File: src/rtl/seq_sub64_slice_if.sv
// Start/done handshake bundle for the sliced subtractor.
// SUB_ZERO_FLAG_EN adds the registered zero result flag.
interface seq_sub64_slice_if #(
  parameter int WIDTH = 64
);
  logic             start;
  logic [WIDTH-1:0] x;
  logic [WIDTH-1:0] y;
  logic             borrow_in;
  logic [WIDTH-1:0] z;
  logic             borrow_out;
  logic             overflow;
  logic             busy;
  logic             done;
`ifdef SUB_ZERO_FLAG_EN
  logic             zero;
`endif

  modport master (
    output start, x, y, borrow_in,
`ifdef SUB_ZERO_FLAG_EN
    input  zero,
`endif
    input  z, borrow_out, overflow, busy, done
  );

  modport slave (
    input  start, x, y, borrow_in,
`ifdef SUB_ZERO_FLAG_EN
    output zero,
`endif
    output z, borrow_out, overflow, busy, done
  );
endinterface

File: src/rtl/seq_sub64_slice.sv
// Multi-cycle subtractor: one SLICE-bit slice per clock, registered borrow.
// Optional SUB_ZERO_FLAG_EN adds a zero flag built from a sticky slice OR.
module seq_sub64_slice #(
  parameter int WIDTH = 64,
  parameter int SLICE = 8
) (
  input  logic              clk,
  input  logic              rst,
  seq_sub64_slice_if.slave  bus
);
  localparam int NSLICE = WIDTH / SLICE;
  localparam int CW = (NSLICE > 1) ? $clog2(NSLICE) : 1;

  typedef enum logic [1:0] {
    IDLE,
    RUN,
    DONE
  } state_t;

  state_t state, state_n;

  logic [WIDTH-1:0] xr, yr, zr;
  logic [CW-1:0]    cnt;
  logic             carry;
  logic             bo, ov;
  logic             busy_c, done_c;
  logic [SLICE-1:0] xs, ys;
  logic [SLICE:0]   sum;
  logic             last;
  logic             accept;

  assign xs     = xr[cnt*SLICE +: SLICE];
  assign ys     = yr[cnt*SLICE +: SLICE];
  // x + ~y + carry, where carry starts as ~borrow_in
  assign sum    = {1'b0, xs} + {1'b0, ~ys} + {{SLICE{1'b0}}, carry};
  assign last   = (cnt == CW'(NSLICE - 1));
  assign accept = (state == IDLE) && bus.start;

  always_ff @(posedge clk or posedge rst) begin
    if (rst) state <= IDLE;
    else     state <= state_n;
  end

  always_comb begin
    state_n = state;
    busy_c  = 1'b0;
    done_c  = 1'b0;
    unique case (state)
      IDLE: if (bus.start) state_n = RUN;
      RUN: begin
        busy_c = 1'b1;
        if (last) state_n = DONE;
      end
      DONE: begin
        done_c  = 1'b1;
        state_n = IDLE;
      end
      default: state_n = IDLE;
    endcase
  end

  always_ff @(posedge clk or posedge rst) begin
    if (rst) begin
      xr    <= '0;
      yr    <= '0;
      zr    <= '0;
      cnt   <= '0;
      carry <= 1'b0;
      bo    <= 1'b0;
      ov    <= 1'b0;
    end else if (accept) begin
      xr    <= bus.x;
      yr    <= bus.y;
      zr    <= '0;
      cnt   <= '0;
      carry <= ~bus.borrow_in;
    end else if (state == RUN) begin
      zr[cnt*SLICE +: SLICE] <= sum[SLICE-1:0];
      carry <= sum[SLICE];
      cnt   <= last ? '0 : cnt + CW'(1);
      if (last) begin
        bo <= ~sum[SLICE];
        ov <= (xr[WIDTH-1] ^ yr[WIDTH-1]) &
              (sum[SLICE-1] ^ xr[WIDTH-1]);
      end
    end
  end

`ifdef SUB_ZERO_FLAG_EN
  logic nz, zf;

  always_ff @(posedge clk or posedge rst) begin
    if (rst) begin
      nz <= 1'b0;
      zf <= 1'b0;
    end else if (accept) begin
      nz <= 1'b0;
    end else if (state == RUN) begin
      nz <= nz | (|sum[SLICE-1:0]);
      if (last) zf <= ~(nz | (|sum[SLICE-1:0]));
    end
  end

  assign bus.zero = zf;
`endif

  assign bus.z          = zr;
  assign bus.borrow_out = bo;
  assign bus.overflow   = ov;
  assign bus.busy       = busy_c;
  assign bus.done       = done_c;
endmodule

File: src/flat_wrapper.sv
// flat-port wrapper written by rule: the top's interface ports become plain ports
module seq_sub64_slice_flat 
#(
  parameter int WIDTH = 64,
  parameter int SLICE = 8
)
  (clk, rst, bus_start, bus_x, bus_y, bus_borrow_in, bus_z, bus_borrow_out, bus_overflow, bus_busy, bus_done);
  seq_sub64_slice_if #(.WIDTH(WIDTH)) bus_i ();
  input  logic clk;
  input  logic rst;
  input wire logic [$bits(bus_i.start)-1:0] bus_start;
  input wire logic [$bits(bus_i.x)-1:0] bus_x;
  input wire logic [$bits(bus_i.y)-1:0] bus_y;
  input wire logic [$bits(bus_i.borrow_in)-1:0] bus_borrow_in;
  output wire logic [$bits(bus_i.z)-1:0] bus_z;
  output wire logic [$bits(bus_i.borrow_out)-1:0] bus_borrow_out;
  output wire logic [$bits(bus_i.overflow)-1:0] bus_overflow;
  output wire logic [$bits(bus_i.busy)-1:0] bus_busy;
  output wire logic [$bits(bus_i.done)-1:0] bus_done;
  assign bus_i.start = bus_start;
  assign bus_i.x = bus_x;
  assign bus_i.y = bus_y;
  assign bus_i.borrow_in = bus_borrow_in;
  assign bus_z = bus_i.z;
  assign bus_borrow_out = bus_i.borrow_out;
  assign bus_overflow = bus_i.overflow;
  assign bus_busy = bus_i.busy;
  assign bus_done = bus_i.done;
  seq_sub64_slice #(.WIDTH(WIDTH), .SLICE(SLICE)) u_core (.clk(clk), .rst(rst), .bus(bus_i));
endmodule
File: config.mk
export PLATFORM = sky130hd
export DESIGN_NAME = seq_sub64_slice_flat
export DESIGN_NICKNAME = d
export VERILOG_FILES = /design/src/rtl/seq_sub64_slice_if.sv /design/src/rtl/seq_sub64_slice.sv /design/src/flat_wrapper.sv
export SDC_FILE = /design/constraint.sdc
export NUM_CORES = 1
export LEC_CHECK = 0
export ABC_AREA = 0
export ABC_CLOCK_PERIOD_IN_PS = 7210
export CAP_MARGIN = 0
export CELL_PAD_IN_SITES_DETAIL_PLACEMENT = 1
export CELL_PAD_IN_SITES_GLOBAL_PLACEMENT = 1
export CORE_UTILIZATION = 25
export DETAILED_ROUTE_END_ITERATION = 6
export PLACE_DENSITY = 0.56
export SYNTH_ARGS = -nofsm -noshare
export SYNTH_HDL_FRONTEND = slang
export SYNTH_SLANG_ARGS = --single-unit
File: constraint.sdc
create_clock -name clk -period 7.21 [get_ports clk]
set_clock_uncertainty 0.15 [all_clocks]
set_input_delay 1.0815 -clock clk [delete_from_list [all_inputs] [get_ports clk]]
set_output_delay 1.0815 -clock clk [all_outputs]
set_load 0.05 [all_outputs]
# Word-level counts from Yosys, hierarchy flattened
# Cells that the tools add are included.
dict set report totals {
  inputBits 132
  word_cells 46
  out_inout_bits 68
  reg_bits 200
}
dict set report op_classes {
  n_addsub 4
  muxes 13
  eq_ne 5
  bitwise_logic 7
  n_reduce_logical 5
  shifts 4
}
# operator count
set ops {}
lappend ops {{$mux W64} 2}
lappend ops {{$shiftx A64 B7 Y8} 2}
lappend ops {{$bwmux W64} 1}
lappend ops {{$shift A8 B34 Y64 const A} 1}
lappend ops {{$shiftx A8 B34 Y64} 1}
lappend ops {{$neg A6 Y34} 1}
lappend ops {{$add A8 B8 Y9} 1}
lappend ops {{$add A9 B1 Y9} 1}
lappend ops {{$mux W3} 3}
lappend ops {{$not A8 Y8} 1}
lappend ops {{$mux W1} 4}
lappend ops {{$mux W2} 2}
lappend ops {{$pmux W2 S2} 1}
lappend ops {{$add A3 B1 Y3 const B} 1}
lappend ops {{$eq A3 B3 Y1 const B} 1}
lappend ops {{$not A1 Y1} 3}
lappend ops {{$reduce_and A3 Y1} 1}
lappend ops {{$eq A2 B1 Y1 const B} 1}
lappend ops {{$eq A2 B2 Y1 const B} 1}
lappend ops {{$logic_not A2 Y1} 1}
lappend ops {{$ne A2 B1 Y1 const B} 1}
lappend ops {{$ne A2 B2 Y1 const B} 1}
lappend ops {{$reduce_and A2 Y1} 1}
lappend ops {{$reduce_bool A2 Y1} 1}
lappend ops {{other kinds (3)} 4}

# Longest topological paths before layout
dict set report depth {
  ltp_word 8
  depth_mapped 14
  ltp_nobuf 11
}

# Worst setup path after synthesis
# Ideal clock, no wire load.
dict set report synth_path {
  path_type {register -> register}
  startpoint {register u_core.cnt[0]}
  endpoint {register u_core.zr[14] (netlist: u_core.bus.z[14])}
  setup_slack_ns 3.721
  n_path_buf 2
  path_stages_with_launch 13
  required_time_ns 6.920
  period_less_slack_ns 3.489
  arrival_time_ns 3.199
  setup_ns 0.140
  path_cell_list {dfrtp_1 buf_2 buf_2 mux4_2 mux2i_1 fa_1 inv_1 fa_1 a211oi_1 o21bai_1 a21oi_1 xor2_1 o21ai_0}
}
dict set report synth_between {
  elab_chain_cells 8
  elab_cells_between_ends 11
  classes_between {add/sub (3); shift (4); mux (3); bitwise (1)}
}
# item line
set synth_lines {}
lappend synth_lines {{from (decl)} seq_sub64_slice.sv:23} ;# logic [CW-1:0] cnt;
lappend synth_lines {{from (signal assigned)} seq_sub64_slice.sv:80} ;# cnt <= last ? '0 : cnt + CW'(1);
lappend synth_lines {{$shiftx A64 B7 Y8} seq_sub64_slice.sv:33} ;# assign ys = yr[cnt*SLICE +: SLICE];
lappend synth_lines {{$not A8 Y8} seq_sub64_slice.sv:35} ;# assign sum = {1'b0, xs} + {1'b0, ~ys} + {{SLICE{1'b0}}, carry};
lappend synth_lines {{$add A8 B8 Y9} seq_sub64_slice.sv:35}
lappend synth_lines {{$add A9 B1 Y9} seq_sub64_slice.sv:35}
lappend synth_lines {{$shiftx A8 B34 Y64} seq_sub64_slice.sv:78} ;# zr[cnt*SLICE +: SLICE] <= sum[SLICE-1:0];
lappend synth_lines {{$bwmux W64 *} seq_sub64_slice.sv:78}
lappend synth_lines {{$mux W64 *} seq_sub64_slice.sv:77} ;# end else if (state == RUN) begin
lappend synth_lines {{$mux W64 *} seq_sub64_slice.sv:71} ;# end else if (accept) begin
lappend synth_lines {{to (signal, indexed assignment)} seq_sub64_slice.sv:78}
lappend synth_lines {{to (decl)} seq_sub64_slice.sv:22} ;# logic [WIDTH-1:0] xr, yr, zr;
# Mark *: on every way between the ends. The rest lies on a longest branch, timed or not. The select of a mux whose other input is x is not followed.
# A chain may end at the register's enable or synchronous reset.

# Worst setup path after layout
dict set report layout_path {
  startpoint {register u_core.cnt[0]}
  endpoint {register u_core.zr[46] (netlist: u_core.bus.z[46])}
}
# The elaborated chain is that of the path after synthesis.

==> flow_metrics.env <==
export IMPL_status="completed"
export IMPL_rows=69
export IMPL_finish_utilization_pct=33.71
export IMPL_path_max_fanout=28
export IMPL_synth_largest_area_cell="dfrtp_1"
export IMPL_cp_data_required_time_ns=7.35
export IMPL_max_freq_mhz=239.5
export IMPL_initial_core_util_pct=25.30
export IMPL_htreeDepth=4
export IMPL_slew_headroom_pct=24.22
export IMPL_yosysWarnings=0
export IMPL_nets=1249
export IMPL_clk_pin_slew_worst_paths_ns=0.07
export IMPL_multiInputGateArea_um2=3695
export IMPL_n_fill_cell=4075
export IMPL_tightestPinTransition_ns=1.137
export IMPL_routedWlPerCell_um=17.57
export IMPL_first_iter_violations=330
export IMPL_drive_gt1_share_pct=7.520
export IMPL_post_cts_resized=0
export IMPL_synth_seq_cells=200
export IMPL_synthCells=935
export IMPL_die_h_um=191.5
export IMPL_final_area_um2=11960
export IMPL_clk_latency_ns=0.45
export IMPL_dieArea_um2=36680
export IMPL_syn_area_um2=8979
export IMPL_top_layer_used="met4"
export IMPL_numCtsBuffers=17
export IMPL_final_setup_tns_ns=0
export IMPL_finalWeightedCongestion=0.7633
export IMPL_synthFlopType="dfrtp_1"
export IMPL_syn_num_nets=1080
export IMPL_async_flop_share_pct=100.0
export IMPL_min_path_type="flop to flop"
export IMPL_wl_met2_um=12900
export IMPL_via_per_inst=4.449
export IMPL_fp_dieW_um=191.5
export IMPL_start_kind="flop"
export IMPL_io_buffers=199
export IMPL_grt_first_pass_wirelength_um=43530
export IMPL_cts_root_buf="clkbuf_16"
export IMPL_cts_tree="yes"
export IMPL_globalRouteOverflowTotal=0
export IMPL_drt_met1_wl_um=13470
export IMPL_finalMaxSlewViolations=0
export IMPL_ys_seq_area_share_pct=55.74
export IMPL_setup_viol=0
export IMPL_synth_edf_count=0
export IMPL_first_pass_iters=4
export IMPL_clock_sinks=200
export IMPL_clockBufferDepth=2
export IMPL_post_cts_repair_setup_buffers=0
export IMPL_grt_max_degree=136
export IMPL_hold_buffers=0
export IMPL_ys_types=47
export IMPL_insertedDiodeCount=0
export IMPL_yosysMostFrequentCell="nand2_1"
export IMPL_drc=0
export IMPL_powerDensity_nw_per_um2=535.3
export IMPL_maxCapViolations=0
export IMPL_routed_wl_um=27720
export IMPL_place_area_um2=11370
export IMPL_coreArea_um2=35480
export IMPL_final_hold_viol_count=0
export IMPL_netlist_top_cells_area="dfrtp_1 56%, nand2_1 18%, mux4_2 8.0%"
export IMPL_synth_top_area_share_pct=55.74
export IMPL_drtAntennaViolNets=0
export IMPL_cp_end_kind="flop"
export IMPL_seqCellArea_um2=5007
export IMPL_grt_util_all_layers_pct=15.82
export IMPL_cp_arrival_ns=4.31
export IMPL_grt_antenna_before_repair=0
export IMPL_worstSetupPathType="flop to flop"
export IMPL_grt_pass1_vias=7411
export IMPL_fin_crit_ns=4.175
export IMPL_dr_wl_met3_um=1018
export IMPL_syn_to_final_growth_pct=33.22
export IMPL_avgSynthCellArea_um2=9.603
export IMPL_ios=200
export IMPL_rsz0062_at_grt="no"
export IMPL_ir_worst_vdd_v=0.0002664
export IMPL_dp_hpwl_um=19960
export IMPL_yosys_top_cells_count="435 x nand2_1, 200 x dfrtp_1, 56 x nand3_1"
export IMPL_min_period_over_period_pct=57.91
export IMPL_p_leak_nw=5.568
export IMPL_vias=7020
## kinds of logic (layout without fill, tap and decap cells)
logic type                 count (synthesis)  count (layout)  share of synthesized area, %
AOI/OAI and AO/OA                         79              79                         5.072
DFF                                      200             200                         55.74
adders and majority gates                 13              13                         1.979
xor gates and xnor gates                   3               3                        0.2927
muxes                                     53              53                         10.38
and+or+nand+nor                          520             520                         23.31
buffers and inverters                     67             249                         3.219
## per-layer routing
| metal | global-route usage [%] | up-vias |
|---|---|---|
| li1 | - | 3420 |
| met1 | 22.19 | 3418 |
| met2 | 25.31 | 160 |
| met3 | 2.644 | 22 |
| met4 | 3.846 | 0 |
| met5 | 0 | - |
## sequential cells by signal, summed over array words and instances, names as in the netlist
register and count:
u_core.xr 64, u_core.state 2, u_core.yr 64, u_core.carry 1, u_core.bus.z 64, u_core.bus.borrow_out 1
u_core.bus.overflow 1, u_core.cnt 3
## layout by cell type (no fill, tap or decap), types with 3 or more instances in the layout
cell type	instances
nand4_1	3
o21ai_1	7
inv_1	9
nand2b_1	3
inv_6	5
nand2_1	434
nand3_1	56
inv_8	4
a21oi_1	3
mux2i_1	20
or3_1	4
dfrtp_1	198
clkbuf_16	17
nor2_1	10
o21ai_0	50
mux4_2	32
ha_1	11
a21o_1	3
buf_4	6
clkdlybuf4s50_1	199
## worst paths after layout
check,from,endpoint,slack [ns],cells after the start
max in group asynchronous,rst,u_core.xr[0],4.30,3
max,u_core.cnt[0],u_core.bus.z[46],3.03,10
max reg2reg,u_core.cnt[0],u_core.bus.z[46],3.03,10
min reg2reg,u_core.yr[32],u_core.yr[32],0.33,2
min,u_core.yr[32],u_core.yr[32],0.33,2
min in group asynchronous,rst,u_core.bus.z[21],1.09,2
## critical path, cell delays in order, from the launching register on
cell and delay, ns:
dfrtp_2 0.95, buf_4 0.37, mux4_2 0.52, nand2_1 0.08
nand2_1 0.10, fa_1 0.46, a211oi_1 0.25, o21bai_1 0.13
a21oi_1 0.19, xor2_1 0.57, o21ai_0 0.21
## stage by stage
step / cells / hold WS, ns / worst slack [ns] / power [mW]
floorplan: 935 / 0.2903 / 0.5245 / 4.259
global placement: 1546 / 0.3050 / 3.000 / 5.451
detailed placement: 1546 / 0.3108 / 2.932 / 5.514
CTS: 1578 / 0.3296 / 2.899 / 6.518
global route: 1578 / 0.3438 / 2.659 / 6.924
finish: 1578 / 0.3255 / 3.035 / 6.403
## report_power, final
group | total [mW] | leakage (nW) | internal (mW) | switching, mW
registers | 1.95 | 2.56 | 1.61 | 0.341
clock network | 0.974 | 0.291 | 0.495 | 0.479
logic | 3.48 | 2.72 | 1.24 | 2.24
total | 6.40 | 5.57 | 3.35 | 3.06
## cell type report
| class | count | share of cell area (%) |
|---|---|---|
| flip-flops and latches | 200 | 41.86 |
| multi-input cells | 668 | 30.89 |
| repair buffers | 205 | 17.03 |
| well taps | 461 | 4.822 |
| clock buffers | 18 | 3.588 |
| clock inverters | 14 | 1.328 |
| inverters | 12 | 0.4812 |
(Power assumes the default switching activity.)
